File: config.mk
export PLATFORM = sky130hd
export DESIGN_NAME = hazard_sequencer
export DESIGN_NICKNAME = d
export VERILOG_FILES = /design/src/rtl/hazard_sequencer.sv
export SDC_FILE = /design/constraint.sdc
export NUM_CORES = 1
export LEC_CHECK = 0
export BUFFER_PORTS_ARGS = -buffer_cell sky130_fd_sc_hd__buf_2
export CAP_MARGIN = 10
export CORE_ASPECT_RATIO = 0.7
export CORE_MARGIN = 2
export CORE_UTILIZATION = 35
export CTS_CLUSTER_SIZE = 14
export DETAILED_ROUTE_END_ITERATION = 8
export GPL_ROUTABILITY_DRIVEN = 0
export MAX_ROUTING_LAYER = met4
export PLACE_DENSITY_LB_ADDON = 0.25
export SKIP_CTS_REPAIR_TIMING = 1
export SLEW_MARGIN = 40
export SYNTH_ARGS = -nofsm -noshare
export SYNTH_HDL_FRONTEND = slang
export SYNTH_SLANG_ARGS = --single-unit
File: constraint.sdc
create_clock -name clk -period 5.6 [get_ports clk]
set_clock_uncertainty 0.1 [all_clocks]
set_input_delay 1.12 -clock clk [delete_from_list [all_inputs] [get_ports clk]]
set_output_delay 1.12 -clock clk [all_outputs]
set_load 0.005 [all_outputs]
File: src/rtl/hazard_sequencer.sv
// Central stall/flush controller for the 5-stage 16-bit pipeline: hazard steering,
// I/D-cache fill arbitration for the shared main memory, and HLT drain/halt.
module hazard_sequencer #(
  parameter int DRAIN_CYCLES = 3,
  parameter int CNT_W        = 16
) (
  input  logic             clk,
  input  logic             rst_n,
  input  logic             load_use_hazard,
  input  logic             br_hazard,
  input  logic             b_hazard,
  input  logic             mispredict,
  input  logic             hlt_id,
  input  logic             icache_miss,
  input  logic             dcache_miss,
  input  logic             fill_done,
  output logic             fill_req,
  output logic             fill_sel,
  output logic             pc_stall,
  output logic             if_id_stall,
  output logic             id_ex_stall,
  output logic             ex_mem_stall,
  output logic             if_flush,
  output logic             id_ex_flush,
  output logic             mem_wb_flush,
  output logic             halted,
  output logic [CNT_W-1:0] stall_cnt,
  output logic [CNT_W-1:0] flush_cnt
);

  localparam int DW = (DRAIN_CYCLES < 2) ? 1 : $clog2(DRAIN_CYCLES + 1);

  typedef enum logic [1:0] {MODE_RUN, MODE_DRAIN, MODE_HALTED} mode_t;
  typedef enum logic [1:0] {FILL_IDLE, FILL_I, FILL_D} fill_t;

  mode_t         mode_q, mode_d;
  fill_t         fill_q, fill_d;
  logic [DW-1:0] drain_q, drain_d;
  logic          hazard;
  logic          run;

  assign hazard = load_use_hazard | br_hazard | b_hazard;
  assign run    = (mode_q == MODE_RUN);

  // A pending D-miss freezes everything up to MEM and overrides all other sources.
  always_comb begin
    pc_stall     = 1'b0;
    if_id_stall  = 1'b0;
    id_ex_stall  = 1'b0;
    ex_mem_stall = 1'b0;
    if_flush     = 1'b0;
    id_ex_flush  = 1'b0;
    mem_wb_flush = 1'b0;
    if (dcache_miss) begin
      pc_stall     = 1'b1;
      if_id_stall  = 1'b1;
      id_ex_stall  = 1'b1;
      ex_mem_stall = 1'b1;
      mem_wb_flush = 1'b1;
    end else if (run) begin
      if (hazard) begin
        pc_stall    = 1'b1;
        if_id_stall = 1'b1;
        id_ex_flush = 1'b1;
      end else if (mispredict) begin
        if_flush = 1'b1;
      end else if (icache_miss || hlt_id) begin
        pc_stall = 1'b1;
        if_flush = 1'b1;
      end
    end else begin
      pc_stall = 1'b1;
      if_flush = 1'b1;
    end
  end

  always_comb begin
    mode_d  = mode_q;
    drain_d = drain_q;
    case (mode_q)
      MODE_RUN: begin
        if (!dcache_miss && !hazard && !mispredict && !icache_miss && hlt_id) begin
          mode_d  = MODE_DRAIN;
          drain_d = DW'(DRAIN_CYCLES);
        end
      end
      MODE_DRAIN: begin
        if (!dcache_miss) begin
          if (drain_q <= DW'(1)) begin
            drain_d = '0;
            mode_d  = MODE_HALTED;
          end else begin
            drain_d = drain_q - DW'(1);
          end
        end
      end
      MODE_HALTED: mode_d = MODE_HALTED;
      default:     mode_d = MODE_RUN;
    endcase
  end

  // Fills run to completion; on fill_done only the opposite side's miss is considered.
  always_comb begin
    fill_d = fill_q;
    case (fill_q)
      FILL_IDLE: begin
        if (dcache_miss)              fill_d = FILL_D;
        else if (icache_miss && run)  fill_d = FILL_I;
      end
      FILL_I: begin
        if (fill_done) fill_d = dcache_miss ? FILL_D : FILL_IDLE;
      end
      FILL_D: begin
        if (fill_done) fill_d = (icache_miss && run) ? FILL_I : FILL_IDLE;
      end
      default: fill_d = FILL_IDLE;
    endcase
  end

  always_ff @(posedge clk or negedge rst_n) begin
    if (!rst_n) begin
      mode_q   <= MODE_RUN;
      fill_q   <= FILL_IDLE;
      drain_q  <= '0;
      fill_req <= 1'b0;
      fill_sel <= 1'b0;
      halted   <= 1'b0;
    end else begin
      mode_q   <= mode_d;
      fill_q   <= fill_d;
      drain_q  <= drain_d;
      fill_req <= (fill_d != FILL_IDLE);
      fill_sel <= (fill_d == FILL_D);
      halted   <= (mode_d == MODE_HALTED);
    end
  end

  always_ff @(posedge clk or negedge rst_n) begin
    if (!rst_n) begin
      stall_cnt <= '0;
      flush_cnt <= '0;
    end else if (run) begin
      if (pc_stall && (stall_cnt != '1))
        stall_cnt <= stall_cnt + CNT_W'(1);
      if ((if_flush || id_ex_flush) && (flush_cnt != '1))
        flush_cnt <= flush_cnt + CNT_W'(1);
    end
  end

endmodule
==> results.txt, run 1 <==
Outcome = finished clean
Clk_lat worst skew = 0.28 ns
# nets final = 241
Vert. Die Dim = 65.98 µm
First-pass GRT wire length = 6465 µm
Worst EP required = 4.38 ns
Initial core utilization = 36.53%
Register area = 1026 µm²
DR DRC count = 0
Slowest cell on the critical path = or3_2
Ranking of synthesized cells by area = dfrtp_1, xnor2_1, xor2_1
Reg2Reg Launch Point = mode_q[0]
Placed wire-length estimate = 2794 µm
Wirelength per Cell = 12.52 µm
Hold path start = flush_cnt[11]
CTS tree = done
Pwr Density = 235.5 nW/µm²
Power Total = 0.5490 mW
TNS Setup = 0 ns
Layout cells sized above 1 = 30.13%
Post-DP Area = 2245 µm²
Total CTS buffers = 5
Leading cell type in the layout, fill and taps excluded = buf_2
Post-Syn Area = 1921 µm²
Placed insts = 294
Worst Setup End Kind = output port
GRT Total Usage = 14.02%
Leading area contributor after synthesis = dfrtp_1
WS Path Type = in2out
Via density = 4.784
Fill cells = 524
Final Hold Fails = 0
Final setup fails = 0
Cells after Synth = 175
Initial antenna violation count = 0
Post-route ant nets = 0
Synth unique cells = 39
CTS Buffer Depth = 2
Crit-path max cell delay = 0.48 ns
Hold slack = 0.3875 ns
Port Buffers = 51
Sequential fraction of the synthesis area = 53.42%
Crit path DAT = 2.26 ns
Final Cell Area = 2331 µm²
CTS clk-pin slew, worst paths = 0.07 ns
Vias = 1440
Worst Hold Class = reg2reg
Avg Synthesized Cell Area = 10.97 µm²
Area grow syn2layout = 21.37%
Hold path depth = 1
I/O Pins = 52
Area of the multi-input gates = 863.3 µm²
Slew margin rel. = 62.88%
Tcrit/Tclk final = 62.18%
Congestion Overflow GR = 0
Fin crit period = 3.482 ns
Lkg Pwr = 1.171 nW
Most common cell on crit path = buf_2
Final WS setup = 2.118 ns
Element type at the critical path start = primary input
Root Buffer = clkbuf_8
Worst slack, placed = 2.119 ns
CP Launch Point = br_hazard
Utilization after layout = 44.34%
Crit path max fanout = 4
CP cell instances = buf_2 > or3_1 > or3_2 > buf_2
Rows = 22
Initial DRT Pass Iterations = 4
Die X = 92.54 µm
DIE AREA = 6105 µm²
Core Footprint = 5258 µm²
Unrepaired setup endpoints after global routing = false
Detailed Route Iter0 Violations = 50
Total Routed Length = 3768 µm
Worst VDD drop = 0.1273 mV
Fin. max-slew vios = 0
Synth warnings = 0
Non-filler cells, final = 301
Syn_nets = 187
TritonCTS Sinks = 41
Area share of the largest cell type after synthesis = 53.42%
Commonest non-fill, non-tap cells in the layout = buf_2, dfrtp_1, xnor2_1
Reg2reg path depth = 5
Antenna diodes = 0
Vias in the first global route = 1386
Yosys reg bits = 41
Worst-margin pin slew = 0.5535 ns
Largest net degree at the start of global routing = 42
Fmax = 0.2872 GHz
Max-cap violations = 0
H-Tree Depth = 2
==> final cells by class <==
cell class,count,area share (%)
Tap cell,72,3.865
Inverter,2,0.3221
Multi-Input combinational cell,128,37.04
Clock buffer,7,3.704
Timing Repair Buffer,51,11.06
Sequential cell,41,44.01
==> per-layer routing <==
layer	share of wire [%]	vias up	global-route usage [%]
li1	-	716	-
met1	54	685	19.87
met2	40	36	19.16
met3	5.4	3	3.877
met4	0.42	0	5.037
met5	0	-	-
==> registers in the layout, summed over array words and instances (netlist names) <==
| signal | count |
|---|---|
| mode_q | 2 |
| fill_q | 2 |
| fill_sel | 1 |
| fill_req | 1 |
| halted | 1 |
| drain_q | 2 |
| stall_cnt | 16 |
| flush_cnt | 16 |
==> final timing paths <==
| path | end | slack, ns |
|---|---|---|
| max reg2reg | flush_cnt[11] | 3.43 |
| min | flush_cnt[11] | 0.39 |
| min reg2reg | flush_cnt[11] | 0.39 |
| max in group asynchronous | flush_cnt[13] | 4.33 |
| max | pc_stall | 2.12 |
| min in group asynchronous | stall_cnt[8] | 0.71 |
==> synth_stat cells <==
| cell | number |
|---|---|
| o21ai_0 | 3 |
| and3_2 | 1 |
| a21boi_1 | 1 |
| a21o_1 | 1 |
| a21o_4 | 1 |
| nand3b_1 | 2 |
| and4_1 | 4 |
| nand3_1 | 14 |
| a21oi_2 | 1 |
| or3_1 | 1 |
| nor4_1 | 1 |
| o22ai_1 | 1 |
| or3_4 | 1 |
| nor2_1 | 15 |
| a31oi_1 | 1 |
| nor3_1 | 6 |
| buf_2 | 1 |
| mux2_2 | 2 |
| mux2i_1 | 1 |
| ha_1 | 2 |
| or3_2 | 1 |
| nand2_1 | 13 |
| nand2b_1 | 3 |
| and2_1 | 2 |
| and4b_2 | 1 |
| xnor2_1 | 17 |
| a2111oi_4 | 1 |
| a21oi_1 | 5 |
| a22o_1 | 1 |
| inv_1 | 2 |
| nand4_1 | 8 |
| o21ba_2 | 1 |
| dfrtp_1 | 41 |
| or2_2 | 1 |
| o31a_1 | 1 |
| buf_4 | 3 |
| xor2_1 | 10 |
| and3_1 | 3 |
| o211ai_1 | 1 |
==> cells by family after synthesis <==
kind of cell               Yosys count  share of synthesized area (%)
buffers and inverters                6                          1.824
and+or+nand+nor                     77                          21.43
DFF                                 41                          53.42
xor gates and xnor gates            27                          12.31
adders and majority gates            2                          1.303
AOI/OAI and AO/OA                   19                          8.014
muxes                                3                          1.694
==> report_power, final <==
part           switching [mW]  internal [mW]  total [mW]
logic                  0.0210         0.0198      0.0408
clock network          0.0921         0.0978       0.190
registers              0.0115          0.307       0.318
total                   0.125          0.424       0.549
==> critical path: cells and delay by family <==
kind	cells	cell delay (ns)
and+or+nand+nor	2	0.90
buffers and inverters	2	0.24
No activity file was read; power rests on OpenSTA's default activity.
==> run 2: changes to the inputs <==
- ABC_AREA: unset -> 1
- clock period: 5.6 -> 3 ns (I/O delays scaled with it)
==> run 2 against run 1 <==
Compared with the run above:
- register-to-register slack lost 2.4 ns
- hold slack got worse by 0.21 ns
- synthesized cell count increased by 100%
- combinational power increased to 9.4 times the previous value
- critical path type unchanged
- sequential power grew 130%
- count of clock-buffer cells in the layout fell by 1
- global-route usage up 3.4 points
- utilization fell by 2.0 points
- sequential share of layout area is 8.5 points lower
==> results.txt, run 2 <==
Area grow syn2layout = 16.34% (was 21.37%)
Most frequent cell after synthesis = nand2_1 (was dfrtp_1)
Congestion Overflow GR = 0 (unchanged)
Die X = 104.6 µm (was 92.54 µm)
Clk_lat worst skew = 0.30 ns (was 0.28 ns)
WS Path Type = in2out (unchanged)
Ranking of synthesized cells by area = dfrtp_1, nand2_1, nand3_1 (was dfrtp_1, xnor2_1, xor2_1)
Cells after Synth = 352 (was 175)
Crit-path max cell delay = 0.19 ns (was 0.48 ns)
Wirelength per Cell = 12.52 µm (about the same)
Fill cells = 731 (was 524)
Delay-heaviest family, CP = simple AND/OR/NAND/NOR gates (unchanged)
Leading area contributor after synthesis = dfrtp_1 (unchanged)
Antenna diodes = 0 (unchanged)
Top FF cell, synth = dfrtp_1 (unchanged)
Total Routed Length = 6237 µm (was 3768 µm)
Placed wire-length estimate = 4535 µm (was 2794 µm)
H-Tree Depth = 2 (unchanged)
Rows = 25 (was 22)
Vert. Die Dim = 74.45 µm (was 65.98 µm)
Crit path DAT = 1.47 ns (was 2.26 ns)
Core Footprint = 6819 µm² (was 5258 µm²)
Lkg Pwr = 1.506 nW (was 1.171 nW)
Vias in the first global route = 2104 (was 1386)
Unrepaired setup endpoints after global routing = false (unchanged)
Tcrit/Tclk final = 72.34%
DR DRC count = 0 (unchanged)
Largest family of logic cells by synthesized area = simple AND/OR/NAND/NOR gates (unchanged)
Detailed Route Iter0 Violations = 131 (was 50)
Worst VDD drop = 0.2036 mV (was 0.1273 mV)
Leading cell type in the layout, fill and taps excluded = nand2_1 (was buf_2)
Synth unique cells = 24 (was 39)
Async S/R FF share, synth = 100.0% (unchanged)
CTS tree = done (unchanged)
Post-synthesis adder-cell area fraction = 1.009% (was 1.303%)
Slew margin rel. = 54.38% (was 62.88%)
Worst EP required = 2.30 ns (was 4.38 ns)
Syn_nets = 364 (was 187)
Most frequent cells after synthesis = nand2_1, dfrtp_1, nor2_1, nand3_1, inv_1 (was dfrtp_1, xnor2_1, nor2_1, nand3_1, nand2_1)
Reg2Reg Launch Point = stall_cnt[0] (was mode_q[0])
Fin crit period = 2.170 ns
Synth warnings = 0 (unchanged)
CTS clk-pin slew, worst paths = 0.09 ns (was 0.07 ns)
Area share of and/or/nand/nor cells after synthesis = 40.19% (was 21.43%)
Final setup fails = 0 (unchanged)
Final Hold Fails = 0 (unchanged)
DIE AREA = 7790 µm² (was 6105 µm²)
Crit path max fanout = 3 (was 4)
Crit path buffers/inverters = 2 (unchanged)
Total CTS buffers = 5 (unchanged)
Slowest cell on the critical path = nor2_1 (was or3_2)
Fmax = 0.4608 GHz
Worst Setup End Kind = output port (unchanged)
Root Buffer = clkbuf_8 (unchanged)
Area share of the largest cell type after synthesis = 41.35% (was 53.42%)
Outcome = finished clean (unchanged)
I/O Pins = 52 (unchanged)
Max-cap violations = 0 (unchanged)
GRT Total Usage = 17.40% (was 14.02%)
Initial DRT Pass Iterations = 4 (unchanged)
Post-Synth XOR/XNOR Area = 6.707% (was 12.31%)
Vias = 2329 (was 1440)
Biggest regs = flush_cnt (16), stall_cnt (16) (unchanged)
CTS Buffer Depth = 2 (unchanged)
Fin. max-slew vios = 0 (unchanged)
R2r endpoint = stall_cnt[11] (was flush_cnt[11])
Layout cells sized above 1 = 18.56% (was 30.13%)
Post-synthesis compound-gate area fraction = 4.085% (was 8.013%)
FF-to-FF setup slack = 1.00 ns (was 3.43 ns)
Initial antenna violation count = 0 (unchanged)
Worst-margin pin slew = 0.6842 ns (was 0.5535 ns)
Reg2reg path depth = 8 (was 5)
CP Launch Point = br_hazard (unchanged)
First-pass GRT wire length = 10390 µm (was 6465 µm)
TritonCTS Sinks = 41 (unchanged)
CP cell instances = buf_2 > nor2_1 > nand2_1 > nor2_1 > nand3_1 > buf_2 (was buf_2 > or3_1 > or3_2 > buf_2)
# nets final = 415 (was 241)
Element type at the critical path start = primary input (unchanged)
Yosys reg bits = 41 (unchanged)
EDFF count, synth = 0 (unchanged)
Avg Synthesized Cell Area = 7.049 µm² (was 10.97 µm²)
Power Total = 1.477 mW (was 0.5490 mW)
Initial core utilization = 36.39% (was 36.53%)
Sequential fraction of the synthesis area = 41.35% (was 53.42%)
Port Buffers = 51 (unchanged)
TNS Setup = 0 ns (unchanged)
Via density = 4.677 (was 4.784)
Post-Syn Area = 2481 µm² (was 1921 µm²)
Mux cell area share after synthesis = 0% (was 1.694%)
Largest net degree at the start of global routing = 42 (unchanged)
Pwr Density = 511.6 nW/µm² (was 235.5 nW/µm²)
Commonest non-fill, non-tap cells in the layout = nand2_1, buf_2, nor2_1, dfrtp_1, nand3_1 (was buf_2, dfrtp_1, xnor2_1)
Worst Hold Class = in2async (was reg2reg)
Post-route ant nets = 0 (unchanged)
[run 2: cell count changes after synthesis, sizes merged, moves of 3 or more]
cell | previous run | this run
nand2b | 3 | 0
nand2 | 13 | 145
nor2 | 15 | 47
o21ai | 3 | 9
or3 | 3 | 0
nand3 | 14 | 35
nor3 | 6 | 0
buf | 4 | 8
inv | 2 | 28
and4 | 4 | 0
xnor2 | 17 | 11
and3 | 4 | 0
[run 2: how the worst max path moves through the flow]
stage / slack, ns / cells after the start / to
after global routing: 0.76 / 8 / stall_cnt[1]
after global placement: 0.88 / 6 / pc_stall
after floorplan: 1.21 / 5 / if_flush
after CTS: 0.86 / 6 / pc_stall
final: 0.83 / 6 / pc_stall
after detailed placement: 0.86 / 6 / pc_stall
[run 2: cell type report]
| class | instances | area, µm² | area share [%] |
|---|---|---|---|
| Multi-Input combinational cell | 275 | 1290 | 44.69 |
| Tap cell | 94 | 117.6 | 4.075 |
| Inverter | 28 | 105.1 | 3.641 |
| Sequential cell | 41 | 1026 | 35.54 |
| Timing Repair Buffer | 52 | 265.3 | 9.189 |
| Clock inverter | 2 | 10.01 | 0.3468 |
| Clock buffer | 6 | 72.57 | 2.514 |
[run 2: logic make-up after synthesis]
group / count (synthesis)
and+or+nand+nor: 238
AOI/OAI and AO/OA: 16
xor gates and xnor gates: 19
DFF: 41
buffers and inverters: 36
adders and majority gates: 2
[run 2: layer usage]
metal / vias up / track usage, % / share of wire [%] / wire, µm
met1: 1068 / 25.59 / 54 / 3343
met3: 5 / 3.593 / 5.1 / 318
li1: 1209 / - / - / -
met4: 0 / 5.037 / 0.85 / 53
met5: - / - / 0 / 0
met2: 47 / 23.89 / 40 / 2523
[run 2: where the power goes]
| part | internal (mW) | switching, mW |
|---|---|---|
| logic | 0.160 | 0.224 |
| registers | 0.636 | 0.101 |
| clock network | 0.162 | 0.194 |
| total | 0.958 | 0.519 |
[run 2: through the flow]
step | instances | cell area, µm² | worst slack [ns] | hold slack [ns] | utilization [%]
2_1_floorplan | 352 | 2481 | 1.214 | 0.2044 | -
3_3_place_gp | 490 | 2801 | 0.8760 | 0.3662 | 41.08
3_5_place_dp | 490 | 2804 | 0.8628 | 0.3775 | 41.12
4_1_cts | 498 | 2887 | 0.8586 | 0.2048 | 42.33
5_1_grt | 498 | 2887 | 0.7626 | 0.2226 | 42.33
6_report | 498 | 2887 | 0.8297 | 0.1783 | 42.33
==> run 3: changes to the inputs <==
- clock period: 3 -> 1.85 ns (I/O delays scaled with it)
==> run 3 against run 2 <==
Compared with the run above:
- via count about the same
- sequential power increased by 61%
- die area unchanged
- largest power group unchanged
- flip-flop and latch count unchanged
- utilization increased by 2.5 points
- routed wire length decreased by 0.88%
- hold slack improved by 0.024 ns
- highest routed layer unchanged
- sequential share of layout area decreased by 1.9 points
- critical endpoint unchanged
==> results.txt, run 3 (synthesized netlist as in run 2, its figures left out) <==
Vias = 2330 (was 2329)
CTS clk-pin slew, worst paths = 0.09 ns (about the same)
Total CTS buffers = 5 (unchanged)
TritonCTS Sinks = 41 (unchanged)
GRT Total Usage = 16.97% (was 17.40%)
Commonest non-fill, non-tap cells in the layout = nand2_1, buf_2, nor2_1 (was nand2_1, buf_2, nor2_1, dfrtp_1, nand3_1)
Pwr Density = 813.1 nW/µm² (was 511.6 nW/µm²)
Met2 Wirelength = 2429 µm (was 2523 µm)
Crit path max fanout = 6 (was 3)
Top layer reached by signal wires = met4 (unchanged)
DIE AREA = 7790 µm² (unchanged)
Root Buffer = clkbuf_8 (unchanged)
Biggest regs = flush_cnt (16), stall_cnt (16) (unchanged)
Crit path DAT = 1.30 ns (was 1.47 ns)
Max-cap violations = 0 (unchanged)
Non-filler cells, final = 514 (was 498)
Layout cells sized above 1 = 21.90% (was 18.56%)
Placed insts = 503 (was 490)
Core Footprint = 6819 µm² (unchanged)
Worst slack, placed = 0.06720 ns (was 0.8628 ns)
I/O Pins = 52 (unchanged)
Worst Hold Class = in2reg (was in2async)
Hold slack = 0.2022 ns (was 0.1783 ns)
Rows = 25 (unchanged)
Register area = 1028 µm² (was 1026 µm²)
Vias in the first global route = 2093 (was 2104)
Initial antenna violation count = 0 (unchanged)
Antenna diodes = 0 (unchanged)
Clk_lat worst skew = 0.29 ns (was 0.30 ns)
# nets final = 431 (was 415)
Final WS setup = 0.08402 ns (was 0.8297 ns)
Die X = 104.6 µm (unchanged)
Crit-path max cell delay = 0.45 ns (was 0.19 ns)
CTS tree = done (unchanged)
Initial core utilization = 36.39% (unchanged)
Fill cells = 702 (was 731)
Element type at the critical path start = flop (was primary input)
First-pass GRT wire length = 10140 µm (was 10390 µm)
Congestion Overflow GR = 0 (unchanged)
Worst-margin pin slew = 0.4847 ns (was 0.6842 ns)
Slowest cell on the critical path = dfrtp_2 (was nor2_1)
WS Path Type = reg2out (was in2out)
Final setup fails = 0 (unchanged)
Final Hold Fails = 0 (unchanged)
Port Buffers = 51 (unchanged)
Outcome = finished clean (unchanged)
Fmax = 0.5663 GHz
Worst EP required = 1.38 ns (was 2.30 ns)
Initial DRT Pass Iterations = 5 (was 4)
Leading cell type in the layout, fill and taps excluded = nand2_1 (unchanged)
H-Tree Depth = 2 (unchanged)
Worst Setup End Kind = output port (unchanged)
DR DRC count = 0 (unchanged)
Area grow syn2layout = 23.20% (was 16.34%)
Total Routed Length = 6182 µm (was 6237 µm)
Unrepaired setup endpoints after global routing = false (unchanged)
TNS Setup = 0 ns (unchanged)
Fin. max-slew vios = 0 (unchanged)
Lkg Pwr = 1.594 nW (was 1.506 nW)
Placed wire-length estimate = 4709 µm (was 4535 µm)
Power Total = 2.485 mW (was 1.477 mW)
Met3 wire length = 271 µm (was 318 µm)
Slew margin rel. = 67.69% (was 54.38%)
Fin crit period = 1.766 ns
Detailed Route Iter0 Violations = 143 (was 131)
Worst VDD drop = 0.3382 mV (was 0.2036 mV)
Tcrit/Tclk final = 95.46%
Post-route ant nets = 0 (unchanged)
Via density = 4.533 (was 4.677)
Largest net degree at the start of global routing = 24 (was 42)
Wirelength per Cell = 12.03 µm (was 12.52 µm)
CTS Buffer Depth = 2 (unchanged)
CP cell instances = nor2_4 > buf_4 > nand3_1 > buf_2 (was buf_2 > nor2_1 > nand2_1 > nor2_1 > nand3_1 > buf_2)
Met1 Wirelength = 3427 µm (was 3343 µm)
Area of the multi-input gates = 1313 µm² (was 1290 µm²)
Vert. Die Dim = 74.45 µm (unchanged)
## run 3: cell types whose count changed in the layout (fill, tap and decap cells not counted), moves of 2 or more
cell     delta
nor2_2      -3
buf_4      +12
dfrtp_2     +2
dfrtp_1     -2
buf_12      +2
nor2_4      +3
## run 3: per-stage QoR
stage / utilization (%) / instance area (µm²)
global placement: 42.70 / 2912
global route: 44.83 / 3057
finish: 44.83 / 3057
floorplan: - / 2481
CTS: 43.91 / 2994
detailed placement: 42.70 / 2912
## run 3: worst max-delay path: cells and delay by family (launching register included)
kind	cells	cell delay (ns)
buffers and inverters	2	0.32
flip-flops	1	0.45
AND/OR/NAND/NOR	2	0.24
## run 3: layer usage
| metal | up-vias | track usage (%) |
|---|---|---|
| met5 | - | - |
| met4 | 0 | 4.889 |
| met2 | 55 | 23.02 |
| met3 | 4 | 3.330 |
| li1 | 1245 | - |
| met1 | 1026 | 25.28 |
## run 3: path summary, 6_finish.rpt
check	from	end	slack, ns	cells after the start
max	mode_q[0]	pc_stall	0.08	4
min	fill_done	fill_q[0]	0.20	2
max reg2reg	flush_cnt[0]	flush_cnt[14]	0.18	9
min reg2reg	fill_q[1]	fill_q[0]	0.38	1
max in group asynchronous	rst_n	fill_sel	0.68	3
min in group asynchronous	rst_n	flush_cnt[2]	0.46	2
## run 3: area by class of cell
cell class,instances,share of cell area (%)
Inverter,28,3.438
Sequential cell,41,33.65
Clock inverter,2,0.3275
Multi-Input combinational cell,275,42.94
Timing Repair Buffer,68,13.43
Clock buffer,6,2.374
Tap cell,94,3.848
## run 3: where the power goes
| part | leakage (nW) | internal [mW] | switching, mW |
|---|---|---|---|
| registers | 0.540 | 1.03 | 0.153 |
| logic | 1.01 | 0.322 | 0.403 |
| clock network | 0.0450 | 0.262 | 0.312 |
